==> src/rtl/ex_alu_arbiter_if.sv <==
// Bundle of the two requester ports, their response buffers and the shared-ALU side.
// The arbiter connects through the slave modport; the environment uses the master modport.
interface ex_alu_arbiter_if;
   logic        req0_valid;
   logic        req0_ready;
   logic [3:0]  req0_ctrl;
   logic [31:0] req0_a;
   logic [31:0] req0_b;
   logic        req1_valid;
   logic        req1_ready;
   logic [3:0]  req1_ctrl;
   logic [31:0] req1_a;
   logic [31:0] req1_b;

   logic        rsp0_valid;
   logic        rsp0_ready;
   logic [31:0] rsp0_y;
   logic        rsp1_valid;
   logic        rsp1_ready;
   logic [31:0] rsp1_y;

   logic [3:0]  alu_ctrl;
   logic [31:0] alu_a;
   logic [31:0] alu_b;
   logic [31:0] alu_y;

   modport slave (
      input  req0_valid, req0_ctrl, req0_a, req0_b,
      input  req1_valid, req1_ctrl, req1_a, req1_b,
      output req0_ready, req1_ready,
      output rsp0_valid, rsp0_y, rsp1_valid, rsp1_y,
      input  rsp0_ready, rsp1_ready,
      output alu_ctrl, alu_a, alu_b,
      input  alu_y
   );

   modport master (
      output req0_valid, req0_ctrl, req0_a, req0_b,
      output req1_valid, req1_ctrl, req1_a, req1_b,
      input  req0_ready, req1_ready,
      input  rsp0_valid, rsp0_y, rsp1_valid, rsp1_y,
      output rsp0_ready, rsp1_ready,
      input  alu_ctrl, alu_a, alu_b,
      output alu_y
   );
endinterface

==> src/rtl/ex_alu_arbiter.sv <==
// Two-port arbiter sharing one combinational ALU, with a one-entry result buffer per port.
// Define ALU_ARB_RR_EN for round-robin tie breaking; otherwise port 0 wins every tie.
module ex_alu_arbiter (
   input  logic            clk,
   input  logic            aresetn,
   ex_alu_arbiter_if.slave bus
);

   logic [1:0]  req_valid;
   logic [1:0]  rsp_ready;
   logic [3:0]  req_ctrl [2];
   logic [31:0] req_a    [2];
   logic [31:0] req_b    [2];

   logic [1:0]  elig;
   logic [1:0]  grant;

   logic [1:0]  rsp_valid_q, rsp_valid_d;
   logic [31:0] rsp_y_q [2];
   logic [31:0] rsp_y_d [2];
   logic        last_grant_q, last_grant_d;

   logic [3:0]  alu_ctrl;
   logic [31:0] alu_a;
   logic [31:0] alu_b;

   assign req_valid   = {bus.req1_valid, bus.req0_valid};
   assign rsp_ready   = {bus.rsp1_ready, bus.rsp0_ready};
   assign req_ctrl[0] = bus.req0_ctrl;
   assign req_ctrl[1] = bus.req1_ctrl;
   assign req_a[0]    = bus.req0_a;
   assign req_a[1]    = bus.req1_a;
   assign req_b[0]    = bus.req0_b;
   assign req_b[1]    = bus.req1_b;

   // A full buffer only accepts when it is being drained in the same cycle.
   always_comb begin : arbitrate
      elig  = '0;
      grant = '0;
      for (int i = 0; i < 2; i++) begin
         elig[i] = aresetn & req_valid[i] & (~rsp_valid_q[i] | rsp_ready[i]);
      end
      if (elig == 2'b11) begin
`ifdef ALU_ARB_RR_EN
         grant = last_grant_q ? 2'b01 : 2'b10;
`else
         grant = 2'b01;
`endif
      end else begin
         grant = elig;
      end
   end

   always_comb begin : datapath
      alu_ctrl     = '0;
      alu_a        = '0;
      alu_b        = '0;
      last_grant_d = last_grant_q;
      if (grant[0]) begin
         alu_ctrl     = req_ctrl[0];
         alu_a        = req_a[0];
         alu_b        = req_b[0];
         last_grant_d = 1'b0;
      end else if (grant[1]) begin
         alu_ctrl     = req_ctrl[1];
         alu_a        = req_a[1];
         alu_b        = req_b[1];
         last_grant_d = 1'b1;
      end

      // A new grant overwrites the buffer even while it drains, giving 1/cycle per port.
      for (int i = 0; i < 2; i++) begin
         rsp_valid_d[i] = rsp_valid_q[i];
         rsp_y_d[i]     = rsp_y_q[i];
         if (grant[i]) begin
            rsp_valid_d[i] = 1'b1;
            rsp_y_d[i]     = bus.alu_y;
         end else if (rsp_ready[i]) begin
            rsp_valid_d[i] = 1'b0;
         end
      end
   end

   always_ff @(posedge clk or negedge aresetn) begin
      if (!aresetn) begin
         rsp_valid_q  <= '0;
         last_grant_q <= 1'b1;
         for (int i = 0; i < 2; i++) begin
            rsp_y_q[i] <= '0;
         end
      end else begin
         rsp_valid_q  <= rsp_valid_d;
         last_grant_q <= last_grant_d;
         for (int i = 0; i < 2; i++) begin
            rsp_y_q[i] <= rsp_y_d[i];
         end
      end
   end

   assign bus.req0_ready = grant[0];
   assign bus.req1_ready = grant[1];
   assign bus.rsp0_valid = rsp_valid_q[0];
   assign bus.rsp1_valid = rsp_valid_q[1];
   assign bus.rsp0_y     = rsp_y_q[0];
   assign bus.rsp1_y     = rsp_y_q[1];
   assign bus.alu_ctrl   = alu_ctrl;
   assign bus.alu_a      = alu_a;
   assign bus.alu_b      = alu_b;

endmodule

==> src/flat_wrapper.sv <==
// flat-port wrapper written by rule: the top's interface ports become plain ports
module ex_alu_arbiter_flat 
  (clk, aresetn, bus_req0_valid, bus_req0_ctrl, bus_req0_a, bus_req0_b, bus_req1_valid, bus_req1_ctrl, bus_req1_a, bus_req1_b, bus_req0_ready, bus_req1_ready, bus_rsp0_valid, bus_rsp0_y, bus_rsp1_valid, bus_rsp1_y, bus_rsp0_ready, bus_rsp1_ready, bus_alu_ctrl, bus_alu_a, bus_alu_b, bus_alu_y);
  ex_alu_arbiter_if bus_i ();
  input  logic clk;
  input  logic aresetn;
  input wire logic [$bits(bus_i.req0_valid)-1:0] bus_req0_valid;
  input wire logic [$bits(bus_i.req0_ctrl)-1:0] bus_req0_ctrl;
  input wire logic [$bits(bus_i.req0_a)-1:0] bus_req0_a;
  input wire logic [$bits(bus_i.req0_b)-1:0] bus_req0_b;
  input wire logic [$bits(bus_i.req1_valid)-1:0] bus_req1_valid;
  input wire logic [$bits(bus_i.req1_ctrl)-1:0] bus_req1_ctrl;
  input wire logic [$bits(bus_i.req1_a)-1:0] bus_req1_a;
  input wire logic [$bits(bus_i.req1_b)-1:0] bus_req1_b;
  output wire logic [$bits(bus_i.req0_ready)-1:0] bus_req0_ready;
  output wire logic [$bits(bus_i.req1_ready)-1:0] bus_req1_ready;
  output wire logic [$bits(bus_i.rsp0_valid)-1:0] bus_rsp0_valid;
  output wire logic [$bits(bus_i.rsp0_y)-1:0] bus_rsp0_y;
  output wire logic [$bits(bus_i.rsp1_valid)-1:0] bus_rsp1_valid;
  output wire logic [$bits(bus_i.rsp1_y)-1:0] bus_rsp1_y;
  input wire logic [$bits(bus_i.rsp0_ready)-1:0] bus_rsp0_ready;
  input wire logic [$bits(bus_i.rsp1_ready)-1:0] bus_rsp1_ready;
  output wire logic [$bits(bus_i.alu_ctrl)-1:0] bus_alu_ctrl;
  output wire logic [$bits(bus_i.alu_a)-1:0] bus_alu_a;
  output wire logic [$bits(bus_i.alu_b)-1:0] bus_alu_b;
  input wire logic [$bits(bus_i.alu_y)-1:0] bus_alu_y;
  assign bus_i.req0_valid = bus_req0_valid;
  assign bus_i.req0_ctrl = bus_req0_ctrl;
  assign bus_i.req0_a = bus_req0_a;
  assign bus_i.req0_b = bus_req0_b;
  assign bus_i.req1_valid = bus_req1_valid;
  assign bus_i.req1_ctrl = bus_req1_ctrl;
  assign bus_i.req1_a = bus_req1_a;
  assign bus_i.req1_b = bus_req1_b;
  assign bus_req0_ready = bus_i.req0_ready;
  assign bus_req1_ready = bus_i.req1_ready;
  assign bus_rsp0_valid = bus_i.rsp0_valid;
  assign bus_rsp0_y = bus_i.rsp0_y;
  assign bus_rsp1_valid = bus_i.rsp1_valid;
  assign bus_rsp1_y = bus_i.rsp1_y;
  assign bus_i.rsp0_ready = bus_rsp0_ready;
  assign bus_i.rsp1_ready = bus_rsp1_ready;
  assign bus_alu_ctrl = bus_i.alu_ctrl;
  assign bus_alu_a = bus_i.alu_a;
  assign bus_alu_b = bus_i.alu_b;
  assign bus_i.alu_y = bus_alu_y;
  ex_alu_arbiter u_core (.clk(clk), .aresetn(aresetn), .bus(bus_i));
endmodule
==> config.mk <==
export PLATFORM = sky130hd
export DESIGN_NAME = ex_alu_arbiter_flat
export DESIGN_NICKNAME = d
export VERILOG_FILES = /design/src/rtl/ex_alu_arbiter_if.sv /design/src/rtl/ex_alu_arbiter.sv /design/src/flat_wrapper.sv
export SDC_FILE = /design/constraint.sdc
export NUM_CORES = 1
export LEC_CHECK = 0
export CORE_AREA = 2 2 122 124
export DETAILED_ROUTE_END_ITERATION = 10
export DIE_AREA = 0 0 124 126
export GPL_TIMING_DRIVEN = 0
export PLACE_DENSITY = 0.73
export SLEW_MARGIN = 20
export SYNTH_ARGS = -nofsm -noshare
export SYNTH_HDL_FRONTEND = slang
export SYNTH_SLANG_ARGS = --single-unit
==> constraint.sdc <==
create_clock -name clk -period 3.2 [get_ports clk]
set_input_delay 0.64 -clock clk [delete_from_list [all_inputs] [get_ports clk]]
set_output_delay 0.64 -clock clk [all_outputs]
set_load 0.02 [all_outputs]
==> results.cfg, run 1 <==
[timing]
fin_skew_ns = 0.00710
rsz0062_at_grt = false
setup_ws_ns = 0.109
hold_viol = 0
fin_setup_tns_ns = 0
tightest_slew_ns = 0.286
fin_crit_ns = 3.09
period_share_pct = 96.6
setup_viol = 0
timing.slew.headroom_pct = 81.0
final_max_slew_viol_count = 0
max_freq_ghz = 0.324

[global_route]
grt_busiest_layer = met2
grt_first_pass_wirelength_mm = 20.6
grt_util_met1_pct = 19.6
grt_usage_pct = 17.8
antenna_found_initial = 5
grt_start_max_net_pins = 26
grt_util_met2_pct = 31.3
gr-total-overflow = 0
grt_pass1_vias = 3559
met3_usage_pct = 7.61

[clocking]
clockBufferDepth = 2
cts_tree = built
cts_sinks = 66
htree_num_levels = 3
holdBufCountCts = 0
numCtsBuffers = 9
root_buffer = clkbuf_16
clk_latency_ns = 0.33
clk_pin_slew_ns = 0.06

[worst_setup_path]
cpMaxStageDelayCell = clkdlybuf4s50_1
end_kind = output port
path_max_fanout = 10
start_kind = input port
cp_data_required_time_ns = 2.56
crit_path_max_incr_delay_ns = 0.40
path_class = input port to output port
arrival_ns = 2.45
crit_chain = clkdlybuf4s50_1 -> nand2b_4 -> a311oi_4 -> buf_6 -> buf_2 -> a22o_1 -> dlygate4sd2_1

[power_and_ir_drop]
p_clk_share_pct = 30.6
leakagePower_nw = 3.01
p_sw_mw = 1.03
pwr-share-seq_pct = 31.7
p_sw_share_pct = 30.0
ir_drop_uv = 460
p_int_mw = 2.39
p_total_mw = 3.42
power_frac_comb_pct = 37.7
powerDensity_nw_per_um2 = 501

[synthesis]
synthesis.nets = 402
ys.warnings.count = 0
synthCells = 228
syn_area_um2 = 3140
synth-seq-area-share_pct = 52.6
ys_seq_elements = 66
yosysUniqueCellTypes = 14
syn_avg_cell_area_um2 = 13.8

[layout]
syn_to_final_growth_pct = 117
mostFrequentLayoutCells = clkdlybuf4s50_1 (238), a22o_1 (68), dfrtp_1 (66)
layout_commonest_cell = clkdlybuf4s50_1
final_util_pct = 47.6
layout.nets = 725
finalNonFillerCells = 743
drive_above_1_share_pct = 18.0

[place]
post-place-ws_ns = -0.617
gp_congestion = 0.885
dp_hpwl_mm = 12.0
portBuffers = 309
dp.cells = 722

[worst_hold_path]
min_path_type = input port to async pin

[die]
rows = 44
start_util_pct = 21.9
core_area_um2 = 14300
boundaryPins = 310
die_w_um = 124
die_y_um = 126
fp.dieArea_um2 = 15600

[route]
post_drt_wl_per_cell_um = 19.7
drtIter0Drc = 56
ant_nets = 0
firstDrtPassIters = 4
vias = 3327
via_per_inst = 4.48
drcViolationCount = 0
drt-total-wl_mm = 14.6

[job]
cap_violations = 0

[run_status]
status = finished clean
power by group through the flow:
| stage | clock [mW] | combinational (mW) | sequential (mW) |
|---|---|---|---|
| after global placement | 0 | 1.30 | 1.09 |
| after floorplan | 0 | 0.342 | 1.30 |
| after detailed placement | 0 | 1.32 | 1.10 |
| final | 1.05 | 1.29 | 1.08 |
| after global routing | 1.11 | 1.35 | 1.10 |
| after CTS | 1.07 | 1.30 | 1.09 |
worst paths after layout:
path / from / endpoint / slack [ns] / cells past startpoint
setup / recovery: bus_rsp0_ready / bus_alu_b[3] / 0.11 / 7
hold / removal: aresetn / u_core.bus.rsp0_y[9] / 0.15 / 1
setup reg to reg: u_core.rsp_valid_q[1] / u_core.bus.rsp1_y[8] / 1.38 / 6
min in group clk: u_core.bus.rsp1_y[11] / u_core.bus.rsp1_y[11] / 0.49 / 1
hold reg to reg: u_core.bus.rsp1_y[11] / u_core.bus.rsp1_y[11] / 0.49 / 1
max in group asynchronous: aresetn / u_core.bus.rsp0_y[7] / 2.49 / 2
kinds of logic after synthesis:
family	share of synthesized area, %
multiplexers	23.0
flip-flops	52.6
AND/OR/NAND/NOR	1.40
AO/OA/AOI/OAI	19.5
buffers and inverters	3.55
through the flow:
stage	area, um^2	hold WS [ns]
after detailed placement	6490	0.478
final	6820	0.154
after global placement	6460	0.470
after floorplan	3140	0.344
after global routing	6810	0.160
after CTS	6790	0.155
metal layers:
| metal | up-vias | wire length [um] | share of wire, % |
|---|---|---|---|
| met3 | 23 | 1590 | 11 |
| li1 | 1529 | - | - |
| met2 | 168 | 7310 | 50 |
| met1 | 1603 | 5500 | 38 |
| met4 | 4 | 207 | 1.4 |
| met5 | - | 22 | 0.15 |
layout make-up:
type / instances / area, um^2
tap: 184 / 230
buffer: 22 / 140
clock inverter: 6 / 91.3
clock buffer: 10 / 229
timing repair buffer: 312 / 3080
sequential: 66 / 1650
multi-input combinational: 140 / 1390
fill: 1363 / 7500
antenna: 3 / 7.51
state kept, by name, indices dropped and copies added (netlist names):
name,count
u_core.bus.rsp0_y,32
u_core.bus.rsp1_y,32
u_core.rsp_valid_q,2
synthesized netlist by cell type (all sizes together):
cell type | count | area [um^2]
nor2b | 2 | 12.5
a311oi | 1 | 15.0
nand2 | 3 | 11.3
dfrtp | 66 | 1650
clkbuf | 4 | 15.0
nand2b | 1 | 13.8
a22o | 68 | 596
buf | 18 | 96.4
or2 | 1 | 6.26
mux2 | 64 | 721
worst max-delay path, delay by kind of cell:
family	cells	cell delay, ns
buffers and inverters	4	1.13
AOI/OAI and AO/OA	2	0.51
and+or+nand+nor	1	0.16
what timing repair did:
item / 4_1_cts / 5_1_grt
buffers inserted: 1 / 0
cloned: 1 / 0
endpoints found under the setup margin: 70 / 14
resized for setup: 83 / 15
(Power assumes the default switching activity.)
==> run 2, diff against run 1 <==
Settings changed: MAX_ROUTING_LAYER set to met4.
==> run 2 against run 1 <==
First-iteration DRC count grew 66%; final cell count grew 0.27%; combinational power is essentially flat.
==> results.cfg, run 2 (synthesis results as in run 1) <==
[place]
post-place-ws_ns = -0.590
dp_hpwl_mm = 11.8
place_area_um2 = 6490
portBuffers = 309
gp_congestion = 0.913

[worst_setup_path]
timing.rr.end = u_core.bus.rsp1_y[3]
arrival_ns = 2.47
path_class = input port to output port
crit_path_max_incr_delay_ns = 0.40
cp_data_required_time_ns = 2.56
end_kind = output port
start_kind = input port
regToRegStartpoint = u_core.rsp_valid_q[1]
r2r_cells = 6
path_max_fanout = 10
crit_chain = clkdlybuf4s50_1 -> nand2b_4 -> a311oi_2 -> buf_6 -> clkbuf_4 -> a22o_1 -> dlygate4sd2_1
reg2reg_slack_ns = 1.40
cpMaxStageDelayCell = clkdlybuf4s50_1

[clocking]
cts_tree = built
numCtsBuffers = 9
clockBufferDepth = 2
htree_num_levels = 3
cts_sinks = 66
clk_pin_slew_ns = 0.06
holdBufCountCts = 0
root_buffer = clkbuf_16
clk_latency_ns = 0.32

[timing]
timing.slew.headroom_pct = 80.4
fin_crit_ns = 3.11
fin_skew_ns = 0.00933
final_max_slew_viol_count = 0
setup_ws_ns = 0.0925
rsz0062_at_grt = false
tightest_slew_ns = 0.294
max_freq_ghz = 0.322
period_share_pct = 97.1
hold_viol = 0
hold_slack_ns = 0.156
setup_viol = 0

[global_route]
grt_util_met1_pct = 19.9
grt_first_pass_wirelength_mm = 20.2
met3_usage_pct = 7.02
grt_usage_pct = 17.9
gr-total-overflow = 0
grt_util_met2_pct = 29.9
grt_pass1_vias = 3505
grt_start_max_net_pins = 26
antenna_found_initial = 5
grt_busiest_layer = met2

[route]
drt-total-wl_mm = 14.3
ant_nets = 0
firstDrtPassIters = 4
via_per_inst = 4.44
drcViolationCount = 0
vias = 3308
drtIter0Drc = 93
post_drt_wl_per_cell_um = 19.2

[power_and_ir_drop]
power_frac_comb_pct = 38.6
p_sw_mw = 0.990
pwr-share-seq_pct = 32.7
powerDensity_nw_per_um2 = 489
p_int_mw = 2.32
ir_drop_uv = 385
p_clk_share_pct = 28.7
leakagePower_nw = 3.03
p_sw_share_pct = 29.9

[layout]
syn_to_final_growth_pct = 116
layout_commonest_cell = clkdlybuf4s50_1
n_fill_cell = 1359
mostFrequentLayoutCells = clkdlybuf4s50_1 (238), a22o_1 (68), dfrtp_1 (66)
fin_area_um2 = 6770
layout.nets = 726
drive_above_1_share_pct = 17.8
final_util_pct = 47.3

[die]
core_area_um2 = 14300
start_util_pct = 21.9
die_w_um = 124
fp.dieArea_um2 = 15600
rows = 44
die_y_um = 126
boundaryPins = 310

[run_status]
status = finished clean

[worst_hold_path]
min_path_type = input port to async pin

[job]
cap_violations = 0
run 2: how the worst max path moves through the flow:
stage	from	end	slack, ns	cells past startpoint
after detailed placement	aresetn	bus_alu_b[25]	-0.59	8
after floorplan	bus_rsp0_ready	bus_alu_b[22]	0.75	5
after global routing	bus_rsp0_ready	bus_alu_b[24]	0.001	7
after CTS	bus_rsp0_ready	bus_req0_ready	0.03	6
after global placement	aresetn	bus_alu_b[20]	-2.82	7
final	bus_rsp0_ready	bus_alu_b[26]	0.09	7
run 2: worst max-delay path: cells and delay by family:
kind / cells / cell delay, ns
AO/OA/AOI/OAI: 2 / 0.52
buffers and inverters: 4 / 1.16
AND/OR/NAND/NOR: 1 / 0.15
run 2: timing repair:
action,in CTS,in global routing
endpoints found under the hold margin,0,0
resized for setup,80,9
cloned,1,0
setup buffers,2,0
setup endpoints to repair,70,14
run 2: power groups by stage:
| stage | clock, mW | combinational (mW) | sequential, mW |
|---|---|---|---|
| after floorplan | 0 | 0.342 | 1.30 |
| after global placement | 0 | 1.30 | 1.09 |
| after detailed placement | 0 | 1.32 | 1.09 |
| after CTS | 0.976 | 1.30 | 1.08 |
| after global routing | 1.01 | 1.35 | 1.10 |
| final | 0.952 | 1.28 | 1.08 |
run 2: stage by stage:
step	setup TNS [ns]	instances	total power [mW]
4_1_cts	0	740	3.35
6_report	0	745	3.31
5_1_grt	0	745	3.46
3_5_place_dp	-32.46	722	2.42
2_1_floorplan	0	228	1.64
3_3_place_gp	-336.33	721	2.39
run 2: cell type report:
type	count	area, um^2	share of cell area, %
diodes	5	12.5	0.185
plain buffers	22	133	1.96
clock buffers	12	246	3.64
clock inverters	3	40.0	0.591
multi-input cells	140	1380	20.3
flip-flops and latches	66	1650	24.4
well taps	184	230	3.40
repair buffers	313	3080	45.5
run 2: layer usage:
layer  vias to the layer above  share of wire, %
met5                         -                 0
met4                         0               1.6
met3                        17                10
met2                       165                49
met1                      1588                39
li1                       1538                 -
